<file path="src/rtl/vector_pkg.sv">
// Shared types for the vector-list sequencer: ROM entry layout, entry kinds,
// sequencer states and the entry decode.
package vector_pkg;

   localparam int XY_WIDTH = 8;

   typedef struct packed {
      logic [XY_WIDTH-1:0] x;
      logic [XY_WIDTH-1:0] y;
      logic                line;
      logic                pos;
   } vec_entry_t;

   typedef enum logic [1:0] {
      VEC_INVALID,
      VEC_MOVE,
      VEC_DRAW,
      VEC_END
   } vec_kind_t;

   typedef enum logic [1:0] {
      S_IDLE,
      S_FETCH,
      S_ISSUE
   } seq_state_t;

   // 00 is what an unprogrammed ROM location reads back as.
   function automatic vec_kind_t decode_kind(input vec_entry_t e);
      case ({e.line, e.pos})
         2'b01:   return VEC_MOVE;
         2'b10:   return VEC_DRAW;
         2'b11:   return VEC_END;
         default: return VEC_INVALID;
      endcase
   endfunction

endpackage

</file>
<file path="src/rtl/vector_list_sequencer_if.sv">
// Beam command channel from the sequencer to the line-drawing / XY-DAC stage.
interface vector_list_sequencer_if;
   import vector_pkg::*;

   logic                cmd_valid;
   logic                cmd_ready;
   logic [XY_WIDTH-1:0] cmd_x;
   logic [XY_WIDTH-1:0] cmd_y;
   logic                cmd_beam;
   logic                cmd_last;

   modport master (
      output cmd_valid, cmd_x, cmd_y, cmd_beam, cmd_last,
      input  cmd_ready
   );

   modport slave (
      input  cmd_valid, cmd_x, cmd_y, cmd_beam, cmd_last,
      output cmd_ready
   );

endinterface

</file>
<file path="src/rtl/vector_list_sequencer.sv">
// Walks a vector-list ROM from start_addr to its terminator and issues one
// beam command per entry over a valid/ready channel.
//
// state   | meaning
// S_IDLE  | waiting for start; rom_addr and cmd_* hold
// S_FETCH | rom_data for rom_addr is decoded and registered (one cycle)
// S_ISSUE | command presented, waiting for cmd_ready
module vector_list_sequencer
   import vector_pkg::*;
#(
   parameter int ADDRESSWIDTH = 6,
   parameter int DATAWIDTH    = 18,
   parameter int MAX_LEN      = 64
) (
   input  logic                    clk,
   input  logic                    rst_n,
   input  logic                    start,
   input  logic [ADDRESSWIDTH-1:0] start_addr,
   output logic [ADDRESSWIDTH-1:0] rom_addr,
   input  logic [DATAWIDTH-1:0]    rom_data,
   vector_list_sequencer_if.master cmd,
   output logic                    busy,
   output logic                    done,
   output logic                    err
);

   localparam int CNT_W = $clog2(MAX_LEN + 1);

   seq_state_t              r_state, w_state;
   logic [ADDRESSWIDTH-1:0] r_addr, w_addr;
   logic [CNT_W-1:0]        r_cnt, w_cnt;
   logic [XY_WIDTH-1:0]     r_x, w_x;
   logic [XY_WIDTH-1:0]     r_y, w_y;
   logic                    r_beam, w_beam;
   logic                    r_last, w_last;
   logic                    r_valid, w_valid;
   logic                    r_busy, w_busy;
   logic                    r_done, w_done;
   logic                    r_err, w_err;
   logic                    r_end, w_end;

   vec_entry_t w_entry;
   vec_kind_t  w_kind;
   logic       w_hs;

   assign w_entry = vec_entry_t'(rom_data);
   assign w_kind  = decode_kind(w_entry);
   assign w_hs    = r_valid && cmd.cmd_ready;

   always_ff @(posedge clk or negedge rst_n) begin
      if (!rst_n) begin
         r_state <= S_IDLE;
         r_addr  <= '0;
         r_cnt   <= '0;
         r_x     <= '0;
         r_y     <= '0;
         r_beam  <= 1'b0;
         r_last  <= 1'b0;
         r_valid <= 1'b0;
         r_busy  <= 1'b0;
         r_done  <= 1'b0;
         r_err   <= 1'b0;
         r_end   <= 1'b0;
      end else begin
         r_state <= w_state;
         r_addr  <= w_addr;
         r_cnt   <= w_cnt;
         r_x     <= w_x;
         r_y     <= w_y;
         r_beam  <= w_beam;
         r_last  <= w_last;
         r_valid <= w_valid;
         r_busy  <= w_busy;
         r_done  <= w_done;
         r_err   <= w_err;
         r_end   <= w_end;
      end
   end

   always_comb begin
      w_state = r_state;
      w_addr  = r_addr;
      w_cnt   = r_cnt;
      w_x     = r_x;
      w_y     = r_y;
      w_beam  = r_beam;
      w_last  = r_last;
      w_valid = r_valid;
      w_busy  = r_busy;
      w_err   = r_err;
      w_done  = 1'b0;
      w_end   = 1'b0;

      case (r_state)
         S_IDLE: begin
            // r_end marks the cycle a list finished; start is not taken then.
            if (start && !r_end) begin
               w_addr  = start_addr;
               w_cnt   = '0;
               w_busy  = 1'b1;
               w_err   = 1'b0;
               w_state = S_FETCH;
            end
         end

         S_FETCH: begin
            if (w_kind == VEC_INVALID) begin
               w_err   = 1'b1;
               w_busy  = 1'b0;
               w_end   = 1'b1;
               w_state = S_IDLE;
            end else begin
               w_x     = w_entry.x;
               w_y     = w_entry.y;
               w_beam  = (w_kind == VEC_DRAW);
               w_last  = (w_kind == VEC_END);
               w_valid = 1'b1;
               w_cnt   = r_cnt + CNT_W'(1);
               w_state = S_ISSUE;
            end
         end

         S_ISSUE: begin
            if (w_hs) begin
               w_valid = 1'b0;
               if (r_last) begin
                  w_done  = 1'b1;
                  w_busy  = 1'b0;
                  w_end   = 1'b1;
                  w_state = S_IDLE;
               end else if (r_cnt == CNT_W'(MAX_LEN) || (&r_addr)) begin
                  w_err   = 1'b1;
                  w_busy  = 1'b0;
                  w_end   = 1'b1;
                  w_state = S_IDLE;
               end else begin
                  w_addr  = r_addr + ADDRESSWIDTH'(1);
                  w_state = S_FETCH;
               end
            end
         end

         default: w_state = S_IDLE;
      endcase
   end

   assign rom_addr      = r_addr;
   assign cmd.cmd_valid = r_valid;
   assign cmd.cmd_x     = r_x;
   assign cmd.cmd_y     = r_y;
   assign cmd.cmd_beam  = r_beam;
   assign cmd.cmd_last  = r_last;
   assign busy          = r_busy;
   assign done          = r_done;
   assign err           = r_err;

endmodule

</file>
<file path="src/flat_wrapper.sv">
// flat-port wrapper written by rule: the top's interface ports become plain ports
module vector_list_sequencer_flat import vector_pkg::*;
#(
   parameter int ADDRESSWIDTH = 6,
   parameter int DATAWIDTH    = 18,
   parameter int MAX_LEN      = 64
)
  (clk, rst_n, start, start_addr, rom_addr, rom_data, busy, done, err, cmd_cmd_valid, cmd_cmd_x, cmd_cmd_y, cmd_cmd_beam, cmd_cmd_last, cmd_cmd_ready);
  vector_list_sequencer_if cmd_i ();
  input  logic clk;
  input  logic rst_n;
  input  logic start;
  input  logic [ADDRESSWIDTH-1:0] start_addr;
  output logic [ADDRESSWIDTH-1:0] rom_addr;
  input  logic [DATAWIDTH-1:0] rom_data;
  output logic busy;
  output logic done;
  output logic err;
  output wire logic [$bits(cmd_i.cmd_valid)-1:0] cmd_cmd_valid;
  output wire logic [$bits(cmd_i.cmd_x)-1:0] cmd_cmd_x;
  output wire logic [$bits(cmd_i.cmd_y)-1:0] cmd_cmd_y;
  output wire logic [$bits(cmd_i.cmd_beam)-1:0] cmd_cmd_beam;
  output wire logic [$bits(cmd_i.cmd_last)-1:0] cmd_cmd_last;
  input wire logic [$bits(cmd_i.cmd_ready)-1:0] cmd_cmd_ready;
  assign cmd_cmd_valid = cmd_i.cmd_valid;
  assign cmd_cmd_x = cmd_i.cmd_x;
  assign cmd_cmd_y = cmd_i.cmd_y;
  assign cmd_cmd_beam = cmd_i.cmd_beam;
  assign cmd_cmd_last = cmd_i.cmd_last;
  assign cmd_i.cmd_ready = cmd_cmd_ready;
  vector_list_sequencer #(.ADDRESSWIDTH(ADDRESSWIDTH), .DATAWIDTH(DATAWIDTH), .MAX_LEN(MAX_LEN)) u_core (.clk(clk), .rst_n(rst_n), .start(start), .start_addr(start_addr), .rom_addr(rom_addr), .rom_data(rom_data), .cmd(cmd_i), .busy(busy), .done(done), .err(err));
endmodule
</file>
<file path="config.mk">
export PLATFORM = sky130hd
export DESIGN_NAME = vector_list_sequencer_flat
export DESIGN_NICKNAME = d
export VERILOG_FILES = /design/src/rtl/vector_pkg.sv /design/src/rtl/vector_list_sequencer_if.sv /design/src/rtl/vector_list_sequencer.sv /design/src/flat_wrapper.sv
export SDC_FILE = /design/constraint.sdc
export NUM_CORES = 1
export LEC_CHECK = 0
export CAP_MARGIN = 5
export CORE_ASPECT_RATIO = 0.5
export CORE_UTILIZATION = 42
export DETAILED_ROUTE_END_ITERATION = 12
export GPL_ROUTABILITY_DRIVEN = 0
export PLACE_DENSITY = 0.79
export SLEW_MARGIN = 15
export SYNTH_ARGS = -nofsm -noshare
export SYNTH_HDL_FRONTEND = slang
export SYNTH_SLANG_ARGS = --single-unit
</file>
<file path="constraint.sdc">
create_clock -name clk -period 1.8 [get_ports clk]
set_input_delay 0.27 -clock clk [delete_from_list [all_inputs] [get_ports clk]]
set_output_delay 0.27 -clock clk [all_outputs]
set_load 0.02 [all_outputs]
</file>
==> impl_metrics.toml <==
[status]
status = "completed"

[power_and_ir_drop]
ir_drop_uv = 855
p_leak_nw = 1.31
p_per_area_nw_per_um2 = 1700

[sta]
skew_ns = 0.00555
tightestPinTransition_ns = 0.474
period_minus_slack_ns = 1.76
setup-tns-final_ns = 0
maxSlewViolCount = 0
max_freq_mhz = 569
hold_violations = 0
finalCritPeriodShare_pct = 97.6
setup-violations-final = 0
rsz0062_at_grt = "true"
slew_headroom_pct = 68.4

[drt]
antenna_left = 0
wl_per_cell_um = 14.2
drtPass1Iterations = 4
drc = 0
post_drt_via_cell_ratio = 5.05
drt_wl_total_mm = 4.82
vias = 1711
dr.first_iter.drc_count = 75

[placement]
place_area_um2 = 2620
portBuffers = 55
dp_hpwl_mm = 3.24
dp_cells = 322

[critical_path]
r2r-end = "u_core.rom_addr[3]"
reg2reg_depth = 5
reg2reg_from = "u_core.r_state[0]"
rrSetupSlack_ns = 0.04
cp_max_fo = 7
critical_path_required_ns = 1.97
critical_path_class = "register to register"
startpoint_type = "register"
path_cells = "inv_2, ha_4, a2111oi_4, a21oi_2, o22a_1"
endpoint_kind = "register"
slowest_stage = "a2111oi_4"
arrival_ns = 1.93
max_stage_delay_ns = 0.51

[floorplanning]
fp-row-count = 16
die_w_um = 96.9
fp.coreArea_um2 = 4100
die_h_um = 49.4
initial_core_util_pct = 46.1
die-area_um2 = 4790
io_pins = 56

[synth]
synth_xor_area_share_pct = 2.32
synth_area_leaders = "dfrtp_1 50%, nand2_1 13%, ha_1 4.6%"
synth_top_area_share_pct = 50.3
muxShareOfSynthArea_pct = 1.65
ys_types = 41
ys_ff_latch = 38
synthAdderAreaFrac_pct = 4.63
synth_commonest_cells = "63 x nand2_1, 38 x dfrtp_1, 13 x nor2_1"
synth.yosys.warnings = 0
synth_top_family_by_area = "simple AND/OR/NAND/NOR gates"
yosysSeqAreaShare_pct = 50.3
synthArstFlopShare_pct = 100
synth_compound_area_share_pct = 12.4
syn_nets = 234
synth_edf_count = 0
avgSynthCellArea_um2 = 9.50
synth_most_common_cell = "nand2_1"
synthSimpleGateAreaFrac_pct = 24.8
synthesis.area_um2 = 1890
ys.flop_type = "dfrtp_1"
synth_top_cell_by_area = "dfrtp_1"
synth_cells = 199

[layout]
stdcell_count = 339
diodes = 0
drive_gt1_share_pct = 21.8
syn_to_final_growth_pct = 51.6
nets = 319
fin_util_pct = 69.8
final_cell_area_um2 = 2870

[clock_network]
cts.path.max_buffers = 2
cts_tree = "yes"
clk_pin_slew_ns = 0.07
clock-sinks = 38
cts-htree-levels = 2
root_buffer = "clkbuf_8"
worst_skew_pair.late_latency_ns = 0.29
cts_inserted_buffers = 5

[run]
maxCapViolations = 0

[global_routing]
met1_usage_pct = 22.5
grt_pass1_wl_mm = 7.57
use_met2_pct = 38.3
track_usage_pct = 19.8
antenna_found_initial = 0
grt_max_degree = 39
gr-total-overflow = 0
top_usage_layer = "met2"
grt_pass1_vias = 1714
use_met3_pct = 4.15

[min_path]
min_path_type = "primary input to asynchronous set/reset pin"
## cells by family after synthesis
kind of cell | after synthesis
compound gates | 32
xor+xnor | 5
fa+ha+maj | 7
buf+inv | 15
flops | 38
mux | 3
simple gates | 99
## flip-flops by register name (all words and copies together), names as in the netlist, 2 cells and up
name / cells
u_core.cmd.cmd_x: 8
u_core.r_cnt: 7
u_core.r_state: 2
u_core.rom_addr: 6
u_core.cmd.cmd_y: 8
## how the worst max path moves through the flow
stage                            from                 end  slack (ns)  cells after the start
finish              u_core.r_state[0]  u_core.rom_addr[3]        0.04                      5
floorplan             u_core.r_cnt[0]          u_core.err        0.04                      7
global route          u_core.r_cnt[1]         u_core.busy       -0.04                      7
CTS                   u_core.r_cnt[0]          u_core.err        0.01                      7
detailed placement    u_core.r_cnt[0]  u_core.rom_addr[4]       -0.16                      7
global placement      u_core.r_cnt[1]  u_core.rom_addr[4]       -0.05                      7
## layout make-up
| class | count | area [um2] |
|---|---|---|
| well taps | 54 | 67.6 |
| clock inverters | 1 | 5.00 |
| inverters | 8 | 30.0 |
| clock buffers | 7 | 86.3 |
| multi-input cells | 147 | 963 |
| flip-flops and latches | 38 | 951 |
| fillers | 277 | 1240 |
| repair buffers | 84 | 763 |
## stage by stage
step | hold WS, ns | setup WS [ns] | total power (W)
2_1_floorplan | -0.0256 | 0.0366 | 0.00285
3_3_place_gp | 0.342 | -0.0504 | 0.00389
3_5_place_dp | 0.350 | -0.157 | 0.00398
4_1_cts | 0.0387 | 0.0149 | 0.00467
5_1_grt | 0.0747 | -0.0407 | 0.00518
6_report | 0.0211 | 0.0432 | 0.00487
## timing repair
| action | CTS | global route |
|---|---|---|
| setup endpoints to repair | 10 | 13 |
| resized for setup | 6 | 11 |
| gates cloned | 0 | 1 |
| setup buffers | 3 | 5 |
| pin swaps | 4 | 4 |
| hold buffers | 0 | 0 |
## report_power, final
| part | internal, W | switching (W) |
|---|---|---|
| logic | 0.00136 | 0.00144 |
| registers | 0.00120 | 0.000263 |
| clock network | 0.000309 | 0.000294 |
| total | 0.00287 | 0.00200 |
## worst max-delay path, delay by kind of cell, from the launching register on
| family | cells | cell delay (ns) |
|---|---|---|
| AOI/OAI and AO/OA | 3 | 0.95 |
| adders and majority gates | 1 | 0.20 |
| buffers and inverters | 1 | 0.09 |
| DFF | 1 | 0.41 |
## metal layers
layer	share of wire (%)	vias up
li1	-	838
met1	43	835
met2	52	32
met3	3.6	6
met4	0.97	0
met5	0	-
## placed cells by master (no fill, tap or decap), types with 4 or more instances in the layout
master / count
clkdlybuf4s50_1: 54
o21ai_1: 5
dfrtp_1: 38
nand2_1: 63
a21oi_1: 5
nand3_1: 6
clkbuf_8: 6
xor2_1: 5
inv_1: 4
o22a_1: 5
inv_2: 4
nor2_1: 13
buf_4: 29
(Power assumes the default switching activity.)
==> variant: new RTL, config.mk and constraints unchanged <==
`ADDRESSWIDTH` is set to 6 in 2 places; all go to 7.
--- a/src/rtl/vector_list_sequencer.sv
+++ b/src/rtl/vector_list_sequencer.sv
@@ -9,5 +9,5 @@
    import vector_pkg::*;
 #(
-   parameter int ADDRESSWIDTH = 6,
+   parameter int ADDRESSWIDTH = 7,
    parameter int DATAWIDTH    = 18,
    parameter int MAX_LEN      = 64
--- a/src/flat_wrapper.sv
+++ b/src/flat_wrapper.sv
@@ -2,5 +2,5 @@
 module vector_list_sequencer_flat import vector_pkg::*;
 #(
-   parameter int ADDRESSWIDTH = 6,
+   parameter int ADDRESSWIDTH = 7,
    parameter int DATAWIDTH    = 18,
    parameter int MAX_LEN      = 64
Interface: changed (resized rom_addr and start_addr); port bits go from 56 to 58. No check against the original RTL was run, so the function may have changed too.
==> variant against the unedited design <==
Clock skew rose by 0.0055 ns; sequential cell count rose by 1; power rose by 12%; synthesized cell count rose by 2.5%; worst setup slack got worse by 0.040 ns; non-clock buffer count rose by 8; fmax fell by 2.2%; wire length rose by 1.8%; design area rose by 4.8%; synthesized area rose by 2.7%; global-route usage rose by 1.6 points.
==> variant: results (changes against the unedited design) <==
* Status: finished clean
* Post-Synth XOR/XNOR Area at 0.0226 (-0.000612)
* Crit path max fanout at 4 (-3)
* Final HPWL DP at 3640 um (+12%)
* Syn Area/Cell at 9.52 um2 (+0.20%)
* First-pass GRT wire length at 8140 um (+7.6%)
* Placed Cells at 341 (+5.9%)
* Adder-Cell Fraction of Synth Area at 0.0451 (-0.00122)
* Vias post-DR at 1,807 (+5.6%)
* Met2 routed WL at 2480 um (-1.5%)
* Seq/Total Area, Yosys at 0.503 (about the same)
* Compound-gate portion of the synthesized area at 0.122 (-0.00200)
* Worst slew pin tran at 0.507 ns (+0.0327 ns)
* Dpl ws at -0.0512 ns (+0.106 ns)
* Largest net degree at the start of global routing at 23 (-41%)
* Port-buffer cells at 57 (+3.6%)
* DRT Wirelength at 4910 um (+1.8%)
* Drt pass-1 iters at 6 (+2)
* R2R Path Start: u_core.rom_addr[1]$_DFFE_PN0P_
* Synth unique cells at 40 (-2.4%)
* Worst vdd ir at 0.786 mV (-8.0%)
* Top cells by count, synth: nand2_1, dfrtp_1, nor2_1
* Slowest-stage cell, CP: dfrtp_2
* Leak Pwr at 1.41 nW (+7.7%)
* R2R setup slack at 0.004 ns (-0.04 ns)
* Tot GR Track Use at 0.214 (+0.0159)
* Worst path arrival time at 1.97 ns (+0.04 ns)
* Ratio of cells with drive above 1 in the final layout at 0.213 (-0.00471)
* Placed Area at 2810 um2 (+7.2%)
* Worst reg-to-reg path cell count at 6 (+1)
* FF-to-FF End: u_core.err$_DFFE_PN0P_
* Mux share of post-synthesis cell area at 0.0380 (+0.0215)
* Met1 wire length at 2250 um (+8.1%)
* Syn_nets at 240 (+2.6%)
* Detailed Route Iter0 Violations at 60 (-20%)
* Number of global-route vias before repair at 1,722 (+0.47%)
* Met3 WL at 145 um (-16%)
* Largest cells by area after synthesis: dfrtp_1, nand2_1, ha_1
-- variant: cell type report --
type	count	area, um2
timing repair buffer	92	833
sequential	39	978
multi-input combinational	150	961
inverter	7	26.3
fill	334	1420
clock buffer	6	72.6
clock inverter	2	60.1
tap	57	71.3
-- variant: where the power goes --
| part | internal, mW | switching [mW] | leakage (nW) |
|---|---|---|---|
| combinational | 1.55 | 1.53 | 0.861 |
| clock | 0.554 | 0.300 | 0.0654 |
| sequential | 1.25 | 0.284 | 0.481 |
| total | 3.35 | 2.12 | 1.41 |
-- variant: repair_timing --
action                                  in CTS  in global routing
pin swaps                                    0                  3
endpoints found under the setup margin       3                 14
hold buffers                                 1                  0
buffers inserted                             1                  2
gates resized for setup                      1                  8
endpoints found under the hold margin       20                  0
-- variant: worst max-delay path by stage --
| stage | endpoint | slack [ns] | cells past startpoint |
|---|---|---|---|
| after global placement | u_core.err$_DFFE_PN0P_ | -0.03 | 6 |
| after global routing | u_core.err$_DFFE_PN0P_ | -0.07 | 6 |
| after CTS | u_core.err$_DFFE_PN0P_ | -0.007 | 6 |
| after floorplan | u_core.err$_DFFE_PN0P_ | -0.07 | 6 |
| after detailed placement | u_core.err$_DFFE_PN0P_ | -0.05 | 6 |
| final | u_core.err$_DFFE_PN0P_ | 0.004 | 6 |
-- variant: cells by family (layout without fill, tap and decap cells) --
logic type,after synthesis,count (layout)
AOI/OAI and AO/OA,29,29
and+or+nand+nor,102,102
muxes,7,7
xor gates and xnor gates,5,5
buffers and inverters,15,107
DFF,39,39
adders and majority gates,7,7
-- variant: per-layer routing --
metal  global-route usage  up-vias
met2                0.371       37
met4               0.0448        0
met5                    0        -
li1                     -      872
met3               0.0426        5
met1                0.281      893
